[config.mk]
export PLATFORM = sky130hd
export DESIGN_NAME = pipe_skid_stage
export DESIGN_NICKNAME = d
export VERILOG_FILES = /design/src/rtl/pipe_skid_stage.sv
export SDC_FILE = /design/constraint.sdc
export NUM_CORES = 1
export LEC_CHECK = 0
export ABC_AREA = 1
export BUFFER_PORTS_ARGS = -buffer_cell sky130_fd_sc_hd__buf_2
export CAP_MARGIN = 20
export CORE_UTILIZATION = 59
export DETAILED_ROUTE_END_ITERATION = 8
export PLACE_DENSITY_LB_ADDON = 0.15
export SKIP_CTS_REPAIR_TIMING = 1
export SYNTH_ARGS = -nofsm -noshare
export SYNTH_HDL_FRONTEND = slang
export SYNTH_SLANG_ARGS = --single-unit
[constraint.sdc]
create_clock -name clk -period 15.4 [get_ports clk]
set_clock_uncertainty 0.1 [all_clocks]
set_input_delay 1.54 -clock clk [delete_from_list [all_inputs] [get_ports clk]]
set_output_delay 1.54 -clock clk [all_outputs]
set_load 0.02 [all_outputs]
[src/rtl/pipe_skid_stage.sv]
// Two-slot skid buffer between pipeline stages, carrying a payload and a control field.
// Latency 1 cycle; full throughput of 1 entry/cycle while downstream keeps accepting.
// Back-pressure: in_ready comes from registered state only and drops when both slots hold entries.
module pipe_skid_stage #(
    parameter int DATA_W = 64,
    parameter int CTRL_W = 6,
    parameter int CNT_W  = 16
) (
    input  logic              clk,
    input  logic              reset,
    input  logic              in_valid,
    output logic              in_ready,
    input  logic [DATA_W-1:0] in_data,
    input  logic [CTRL_W-1:0] in_ctrl,
    output logic              out_valid,
    input  logic              out_ready,
    output logic [DATA_W-1:0] out_data,
    output logic [CTRL_W-1:0] out_ctrl,
    input  logic              flush,
    input  logic              clr_stats,
    output logic [1:0]        occupancy,
    output logic [CNT_W-1:0]  stall_cnt
);

    typedef enum logic [1:0] {
        EMPTY = 2'd0,
        ONE   = 2'd1,
        FULL  = 2'd2
    } state_t;

    state_t            state, state_nxt;
    logic [DATA_W-1:0] head_data, head_data_nxt;
    logic [DATA_W-1:0] skid_data, skid_data_nxt;
    logic [CTRL_W-1:0] head_ctrl, head_ctrl_nxt;
    logic [CTRL_W-1:0] skid_ctrl, skid_ctrl_nxt;
    logic              in_fire;
    logic              out_fire;

    assign in_ready  = (state != FULL);
    assign out_valid = (state != EMPTY);
    assign out_data  = head_data;
    assign out_ctrl  = out_valid ? head_ctrl : '0;
    assign occupancy = state;
    assign in_fire   = in_valid & in_ready;
    assign out_fire  = out_valid & out_ready;

    always_comb begin
        state_nxt     = state;
        head_data_nxt = head_data;
        head_ctrl_nxt = head_ctrl;
        skid_data_nxt = skid_data;
        skid_ctrl_nxt = skid_ctrl;
        if (flush) begin
            // Control cleared so a killed entry can never commit side effects.
            state_nxt     = EMPTY;
            head_ctrl_nxt = '0;
            skid_ctrl_nxt = '0;
        end else begin
            case (state)
                EMPTY: begin
                    if (in_fire) begin
                        head_data_nxt = in_data;
                        head_ctrl_nxt = in_ctrl;
                        state_nxt     = ONE;
                    end
                end
                ONE: begin
                    case ({in_fire, out_fire})
                        2'b11: begin
                            head_data_nxt = in_data;
                            head_ctrl_nxt = in_ctrl;
                        end
                        2'b10: begin
                            skid_data_nxt = in_data;
                            skid_ctrl_nxt = in_ctrl;
                            state_nxt     = FULL;
                        end
                        2'b01:   state_nxt = EMPTY;
                        default: state_nxt = ONE;
                    endcase
                end
                FULL: begin
                    if (out_fire) begin
                        head_data_nxt = skid_data;
                        head_ctrl_nxt = skid_ctrl;
                        state_nxt     = ONE;
                    end
                end
                default: state_nxt = EMPTY;
            endcase
        end
    end

    always_ff @(posedge clk or posedge reset) begin
        if (reset) begin
            state     <= EMPTY;
            head_data <= '0;
            head_ctrl <= '0;
            skid_data <= '0;
            skid_ctrl <= '0;
        end else begin
            state     <= state_nxt;
            head_data <= head_data_nxt;
            head_ctrl <= head_ctrl_nxt;
            skid_data <= skid_data_nxt;
            skid_ctrl <= skid_ctrl_nxt;
        end
    end

    // Counts cycles where an entry is presented but refused; saturates instead of wrapping.
    always_ff @(posedge clk or posedge reset) begin
        if (reset) begin
            stall_cnt <= '0;
        end else if (clr_stats) begin
            stall_cnt <= '0;
        end else if (out_valid && !out_ready && (stall_cnt != {CNT_W{1'b1}})) begin
            stall_cnt <= stall_cnt + 1'b1;
        end
    end

endmodule

==> results of run 1 <==
## cell families after synthesis
| logic type | count (synthesis) |
|---|---|
| adders and majority gates | 4 |
| xor gates and xnor gates | 3 |
| DFF | 158 |
| buffers and inverters | 153 |
| AOI/OAI and AO/OA | 222 |
| and+or+nand+nor | 413 |
## cells in the final DEF, fill, tap and decap left out, drive strengths merged
| cell | instances |
|---|---|
| a211oi | 1 |
| a21oi | 67 |
| buf | 172 |
| bufinv | 3 |
| clkbuf | 21 |
| clkinv | 7 |
| clkinvlp | 2 |
| dfrtp | 158 |
| ha | 4 |
| inv | 98 |
| nand2 | 283 |
| nand3 | 24 |
| nand4 | 7 |
| nor2 | 98 |
| nor3b | 1 |
| o21ai | 152 |
| o21bai | 1 |
| o32ai | 1 |
| xnor2 | 1 |
| xor2 | 2 |
## worst max path at each step
| stage | endpoint | depth (start not counted) |
|---|---|---|
| floorplan | head_ctrl[0] | 1 |
| global placement | skid_data[14] | 6 |
| detailed placement | skid_data[33] | 7 |
| CTS | skid_data[11] | 7 |
| global route | skid_data[10] | 7 |
| finish | skid_data[11] | 7 |
## registers in the layout, indices dropped and copies added, names as in the netlist
name	count
head_ctrl	6
out_data	64
skid_data	64
occupancy	2
skid_ctrl	6
stall_cnt	16
## cell type report
class / instances / area, um^2 / share of cell area
Clock buffer: 21 / 470 / 0.0528
Clock inverter: 11 / 139 / 0.0156
Inverter: 99 / 377 / 0.0423
Multi-Input combinational cell: 642 / 2860 / 0.321
Sequential cell: 158 / 3950 / 0.444
Tap cell: 168 / 210 / 0.0236
Timing Repair Buffer: 172 / 898 / 0.101
## layer usage
layer  global-route usage  vias to the layer above  share of wire
met5                    0                        -              0
met4                0.100                        0          0.014
met3               0.0715                       17          0.063
met2                0.421                      173           0.47
met1                0.364                     2955           0.45
li1                     -                     3281              -
## report_power, final
group	total, W	switching [W]	internal, W
logic	0.000302	0.000204	0.0000982
clock network	0.000431	0.000165	0.000266
registers	0.000572	0.0000482	0.000524
total	0.00131	0.000417	0.000889
## per-stage QoR
| step | setup WS, ns | hold slack, ns | std cells | util | area [um^2] |
|---|---|---|---|---|---|
| global route | 11.17 | 0.400 | 1271 | 0.732 | 8910 |
| global placement | 11.09 | 0.361 | 1238 | 0.680 | 8270 |
| finish | 11.37 | 0.384 | 1271 | 0.732 | 8910 |
| CTS | 11.42 | 0.386 | 1270 | 0.730 | 8880 |
| floorplan | 9.50 | 0.354 | 953 | - | 7460 |
| detailed placement | 11.03 | 0.371 | 1238 | 0.680 | 8270 |
## worst min-delay path, cell delays in order, from the launching register on
cell     delay, ns
dfrtp_1       0.34
nand2_1       0.05
o21ai_0       0.06
==> impl_results.md, run 1 <==
- Run status: finished, final reports clean
- Number of buffers created by CTS: 17
- Worst Hold Path Cells: 2
- Yosys Warn Count: 0
- Vias: 6426
- Fmax: 0.248 GHz
- Layout cells sized above 1: 0.198
- Congestion Overflow GR: 0
- Seq/Total Area, Yosys: 0.530
- Crit path max-delay family: buffers and inverters
- Initial core utilization: 0.614
- CTS sink count: 158
- Worst hold start: skid_data[44]
- DRC: 0
- Reg2Reg Depth: 11
- Total GRT Usage: 0.270
- Pins Over Slew Limit: 0
- Top-area cell type share of the netlist area: 0.530
- Max-Cap Viols: 0
- Most numerous cell on the critical path: buf_4
- Die span in x: 114 um
- Reg2Reg Capture Point: out_data[11]
- Latest clock arrival within the worst-skew pair: 0.43 ns
- Initial DRC count: 575
- Largest family of logic cells by synthesized area: simple AND/OR/NAND/NOR gates
- Critical Path End Type: register
- Worst min-delay path class: register to register
- Final wirelength: 16900 um
- Hold EP: skid_data[44]
- Yosys top cell by area: dfrtp_1
- RD Place Congestion: 0.848
- Setup TNS: 0 ns
- DPL Wire Length: 10400 um
- Setup CP Type: input port to register
- First-pass GRT wire length: 27400 um
- Largest cells by area after synthesis: dfrtp_1 (53%), nand2_1 (14%), o21ai_0 (8.6%), inv_1 (4.8%), nor2_1 (4.6%)
- RSZ-0062 raised after global routing: no
- P&R area growth vs syn: 19.3%
- Number of flops mapped to enable cells by yosys: 0
- CP Max Fanout: 70
- Worst Setup Start Kind: input port
- Count leader, synth: nand2_1
- Reg-to-Reg Start: occupancy[0]
- Die area: 13100 um^2
- CP arrival: 4.27 ns
- Worst slew pin tran: 0.927 ns
- TritonCTS clock tree: yes
- Start point of the critical path: flush
- Initial antenna violation count: 0
- Lkg Pwr: 4.89 nW
- Minimum clock period after layout: 4.03 ns
- CP max stage delay: 0.66 ns
- H-tree depth: 4
- Main synth FF type: dfrtp_1
- Total power: 0.00131 W
- Multiplexer share of the synthesized area: 0
- Synthesis-stage register bit count: 158
- Vias/cell: 5.06
- Core Rows: 40
- Worst vdd ir: 0.0976 mV
- Max Root-Sink Buffers: 2
- Cell area power density: 147 nW/um^2
- Synth Area in Compound Gates: 0.151
- Die H: 114 um
- Slowest CP cell: buf_4
- Buf/Inv on CP: 4
- Number of port buffers: 165
- Post-synthesis simple-gate area fraction: 0.220
- Synthesized area per cell: 7.83 um^2
- Final setup fails: 0
- Cell variety after synth: 26
- Worst-path clk slew: 0.06 ns
- CP required: 15.64 ns
- Synth Area in Adders: 0.00670
- Vias in the first global route: 5792
- Antenna diodes: 0
- Mapped cell area: 7460 um^2
- CP cell instances: buf_2, buf_4, clkinv_1, nand3_4, buf_4, nor2_1, a21oi_1
- Cells after Synth: 953
- Xor and xnor area share after synthesis: 0.00352
- First-pass detailed-route iteration total: 5
- Syn_nets: 1033
- Reg2Reg Setup Slack: 12.27 ns
- Synth cell count leaders: nand2_1 (280), dfrtp_1 (158), o21ai_0 (128), inv_1 (96), nor2_1 (91)
- Final hold violation count: 0
- Total core area: 12200 um^2
- Largest net degree at the start of global routing: 141
- Filler cells: 948
- Root buffer cell: clkbuf_16
- Final period util: 0.261
- Layout net count: 1170
- Max-slew headroom: 0.382
- Final ANT Viol Nets: 0
- Wire length per cell: 13.3 um
- Ports: 166
- FFs w/ async S/R, synth: 1.00
(Power assumes the default switching activity.)
==> inputs of run 2 (changes only) <==
- CORE_UTILIZATION: 59 -> 49
- clock period: 15.4 -> 3.5 ns (I/O delays scaled with it)
==> run 2 against run 1 <==
The run now ends with design-rule violations left. Largest power group unchanged. Wire length increased by 0.14%. Cell area grew 0.56%. Critical path type is now register to register. Clock-buffer cell count decreased by 2. Sequential power increased to 4.4 times the previous value.
==> impl_results.md, run 2 (synthesis results as in run 1) <==
- Reg-to-Reg Start: occupancy[0]
- Setup CP Type: register to register
- CP arrival: 2.78 ns
- Critical Path End Type: register
- Die span in x: 125 um
- Setup TNS: 0 ns
- Cell area power density: 640 nW/um^2
- Number of buffers created by CTS: 17
- Final period util: 0.719
- Cell area after placement: 8330 um^2
- DRC: 8
- First-pass detailed-route iteration total: 6
- Vias/cell: 4.90
- Final setup fails: 0
- Die area: 15700 um^2
- First-pass GRT wire length: 28300 um
- Minimum clock period after layout: 2.52 ns
- Largest net degree at the start of global routing: 145
- H-tree depth: 4
- Max-Cap Viols: 0
- Congestion Overflow GR: 0
- Worst vdd ir: 0.407 mV
- Core Rows: 44
- Final ANT Viol Nets: 0
- Worst Setup Start Kind: register
- DPL Wire Length: 10700 um
- Initial DRC count: 442
- Start point of the critical path: occupancy[0]
- RSZ-0062 raised after global routing: no
- Lkg Pwr: 4.90 nW
- CP required: 3.76 ns
- Pins Over Slew Limit: 0
- Pre-CTS setup slack: 0.962 ns
- Final wirelength: 17000 um
- Layout cells sized above 1: 0.199
- Total GRT Usage: 0.226
- Initial core utilization: 0.508
- Vias: 6324
- Filler cells: 1362
- Fin worst setup slack: 0.982 ns
- Most frequent cells in the layout: nand2_1 (280), buf_2 (165), dfrtp_1 (158), o21ai_0 (128), inv_1 (95)
- Fmax: 0.397 GHz
- Total core area: 14700 um^2
- Final hold violation count: 0
- Root buffer cell: clkbuf_16
- Run status: complete, but fails checks
- Die H: 125 um
- Commonest non-fill, non-tap cell in the layout: nand2_1
- RD Place Congestion: 0.855
- Worst slew pin tran: 0.836 ns
- Latest clock arrival within the worst-skew pair: 0.43 ns
- Vias in the first global route: 5771
- Max Root-Sink Buffers: 2
- P&R area growth vs syn: 20.0%
- Max-slew headroom: 0.442
- CTS sink count: 158
- TritonCTS clock tree: yes
- Number of port buffers: 165
- CP Max Fanout: 39
- Final Instance Area: 8960 um^2
- Worst-path clk slew: 0.06 ns
- Worst min-delay path class: input port to register
- Wire length per cell: 13.1 um
- Failing checks: design-rule violations
- Initial antenna violation count: 2
- Worst hold start: in_ctrl[0]
- Layout net count: 1172
- Ports: 166
[run 2: cell type report]
class,instances,area (um^2),area share
Timing Repair Buffer,174,921,0.103
Clock buffer,19,453,0.0506
Clock inverter,13,163,0.0182
Sequential cell,158,3950,0.441
Inverter,99,375,0.0419
Multi-Input combinational cell,642,2860,0.319
Tap cell,184,230,0.0257
Antenna cell,1,2.50,0.000279
[run 2: worst max-delay path, stage by stage (launching register included)]
cell,delay (ns)
dfrtp_1,0.47
inv_2,0.10
a21oi_1,0.26
ha_1,0.22
nand2_1,0.05
nand2_1,0.06
nand2_2,0.36
nor2_4,0.20
buf_4,0.41
nand2_1,0.12
nand2_1,0.09
[run 2: layer usage]
layer  part of all wire  global-route usage
met5                  0                   0
met4              0.013              0.0710
met3              0.052              0.0591
met2               0.46               0.355
met1               0.47               0.305
[run 2: worst paths after layout]
| check | to | slack [ns] | depth (start not counted) |
|---|---|---|---|
| setup / recovery | out_data[34] | 0.98 | 10 |
| hold / removal | skid_ctrl[0] | 0.08 | 3 |
| setup reg to reg | out_data[34] | 0.98 | 10 |
| hold reg to reg | out_data[10] | 0.38 | 2 |
| max in group asynchronous | skid_data[34] | 1.82 | 4 |
| min in group asynchronous | skid_data[45] | 0.37 | 3 |
[run 2: power by group]
group / internal (W) / switching (W)
clock network: 0.00116 / 0.000747
logic: 0.000435 / 0.000887
registers: 0.00230 / 0.000200
[run 2: stage by stage]
stage | utilization | hold slack [ns] | instances | total power, W
final | 0.609 | 0.0820 | 1290 | 0.00574
after global routing | 0.609 | 0.0891 | 1290 | 0.00609
after CTS | 0.609 | -0.193 | 1288 | 0.00579
after detailed placement | 0.567 | 0.259 | 1256 | 0.00387
after global placement | 0.567 | 0.250 | 1256 | 0.00383
after floorplan | - | 0.354 | 953 | 0.00343
==> inputs of run 3 (changes only) <==
- CORE_UTILIZATION: 49 -> 54
- clock period: 3.5 -> 2.61 ns (I/O delays scaled with it)
==> run 3 against run 2 <==
The flow finishes with violations (negative hold slack). Sequential power grew 34%. Via count grew 3.0%. Clock-buffer cell count shrank 2. Non-clock buffer count grew 4. Global-route usage grew 2.3 points. Final cell count shrank 0.31%. Total power grew 37%.
==> impl_results.md, run 3 (synthesis results as in run 1) <==
- Run status: complete, but fails checks
- Failing checks: negative hold slack
- Vias/cell: 5.07
- Final hold violation count: 1
- Final ANT Viol Nets: 0
- Area of the multi-input gates: 2860 um^2
- Filler cells: 1174
- Worst-path clk slew: 0.06 ns
- Setup TNS: 0 ns
- Congestion Overflow GR: 0
- Reg2Reg Depth: 9
- Latest clock arrival within the worst-skew pair: 0.42 ns
- Cell area after placement: 8390 um^2
- Max Root-Sink Buffers: 2
- Worst slew pin tran: 0.812 ns
- Reg2Reg Setup Slack: 0.45 ns
- Worst min-delay path class: input port to register
- Critical Path End Type: register
- CP max stage delay: 0.46 ns
- Initial antenna violation count: 3
- Most frequent cells in the layout: nand2_1 (280), buf_2 (165), dfrtp_1 (158), o21ai_0 (128), inv_1 (95)
- Min Hold Slack: -0.00310 ns
- CP arrival: 2.34 ns
- Largest net degree at the start of global routing: 77
- Cell area power density: 866 nW/um^2
- Layout net count: 1176
- Minimum clock period after layout: 2.16 ns
- Final period util: 0.827
- Most numerous cell on the critical path: nand2_1
- Reg2Reg Capture Point: out_data[27]
- DPL Wire Length: 11100 um
- First-pass detailed-route iteration total: 5
- CP cell instances: inv_2, a21oi_1, ha_1, nand2_1, nand2_1, nand2_2, buf_4, o21ai_0, nand2_1
- Max-slew headroom: 0.458
- Worst Setup EP: out_data[27]
- Vias: 6516
- Wire length per cell: 13.3 um
- Final setup fails: 0
- Worst Setup Start Kind: register
- Initial DRC count: 359
- H-tree depth: 4
- Vias in the first global route: 5988
- Start point of the critical path: occupancy[0]
- Root buffer cell: clkbuf_16
- Register area: 3950 um^2
- Slowest CP cell: dfrtp_1
- Crit path max-delay family: compound AO/OA/AOI/OAI gates
- Worst vdd ir: 0.483 mV
- Total GRT Usage: 0.249
- CTS sink count: 158
- RD Place Congestion: 0.857
- P&R area growth vs syn: 21.1%
- Final wirelength: 17100 um
- Die H: 120 um
- Core Rows: 42
- Max-Cap Viols: 0
- CP required: 2.79 ns
- Commonest non-fill, non-tap cell in the layout: nand2_1
- RSZ-0062 raised after global routing: no
- Final Instance Area: 9040 um^2
- TritonCTS clock tree: yes
- CP Max Fanout: 30
- Number of buffers created by CTS: 17
- Setup CP Type: register to register
- Reg-to-Reg Start: occupancy[0]
- Layout cells sized above 1: 0.202
- Lkg Pwr: 4.94 nW
- WP depth: 9
- Die area: 14300 um^2
- DRC: 0
- Total core area: 13300 um^2
- Pins Over Slew Limit: 0
- Ports: 166
- Buf/Inv on CP: 2
- Number of port buffers: 165
- Initial core utilization: 0.559
- Die span in x: 120 um
- Fmax: 0.463 GHz
- First-pass GRT wire length: 28300 um
## run 3: cell types whose count changed in the layout (fill, tap and decap cells not counted), moves of 2 or more
cell | previous run | this run
clkbuf_8 | 2 | 0
buf_12 | 2 | 5
clkinv_2 | 3 | 1
clkinv_4 | 2 | 5
## run 3: worst min path at each step
stage          slack (ns)        from  depth (start not counted)            end
6_report           -0.003  in_ctrl[1]                          3   skid_ctrl[1]
5_1_grt            0.0009  in_data[6]                          3   skid_data[6]
4_1_cts             -0.09       reset                          2   out_data[49]
3_5_place_dp         0.35       reset                          2   skid_ctrl[2]
3_3_place_gp         0.36       reset                          2   skid_ctrl[2]
2_1_floorplan        0.31   clr_stats                          3  stall_cnt[10]
## run 3: metrics by stage
step | total power, W | util | instances | worst slack, ns | hold slack (ns)
floorplan | 0.00459 | - | 953 | 0.248 | 0.311
global placement | 0.00515 | 0.628 | 1252 | 0.587 | 0.358
detailed placement | 0.00521 | 0.628 | 1252 | 0.490 | 0.351
CTS | 0.00788 | 0.676 | 1284 | 0.464 | -0.0896
global route | 0.00825 | 0.677 | 1286 | 0.229 | 0.000893
finish | 0.00783 | 0.677 | 1286 | 0.450 | -0.00310
## run 3: area by class of cell
| type | count | area share |
|---|---|---|
| tap | 176 | 0.0244 |
| clock buffer | 17 | 0.0471 |
| inverter | 99 | 0.0415 |
| multi-input combinational | 642 | 0.316 |
| sequential | 158 | 0.437 |
| clock inverter | 15 | 0.0235 |
| timing repair buffer | 178 | 0.109 |
| antenna | 1 | 0.000277 |
## run 3: power by group
group          switching (W)  leakage (nW)  total [W]  internal, W
sequential          0.000266          1.91    0.00336      0.00309
combinational        0.00121          2.73    0.00181     0.000598
clock                0.00104         0.306    0.00266      0.00162
## run 3: layer usage
| metal | up-vias | track usage | wire length [um] |
|---|---|---|---|
| met1 | 3010 | 0.324 | 7620 |
| li1 | 3293 | - | - |
| met3 | 22 | 0.0585 | 1090 |
| met2 | 189 | 0.409 | 8100 |
| met5 | - | 0 | 16 |
| met4 | 2 | 0.0820 | 250 |
## run 3: worst register-to-register path: cells and delay by family, from the launching register on
kind / cells / cell delay, ns
DFF: 1 / 0.46
adders and majority gates: 1 / 0.23
AOI/OAI and AO/OA: 2 / 0.54
buffers and inverters: 2 / 0.34
and+or+nand+nor: 4 / 0.34
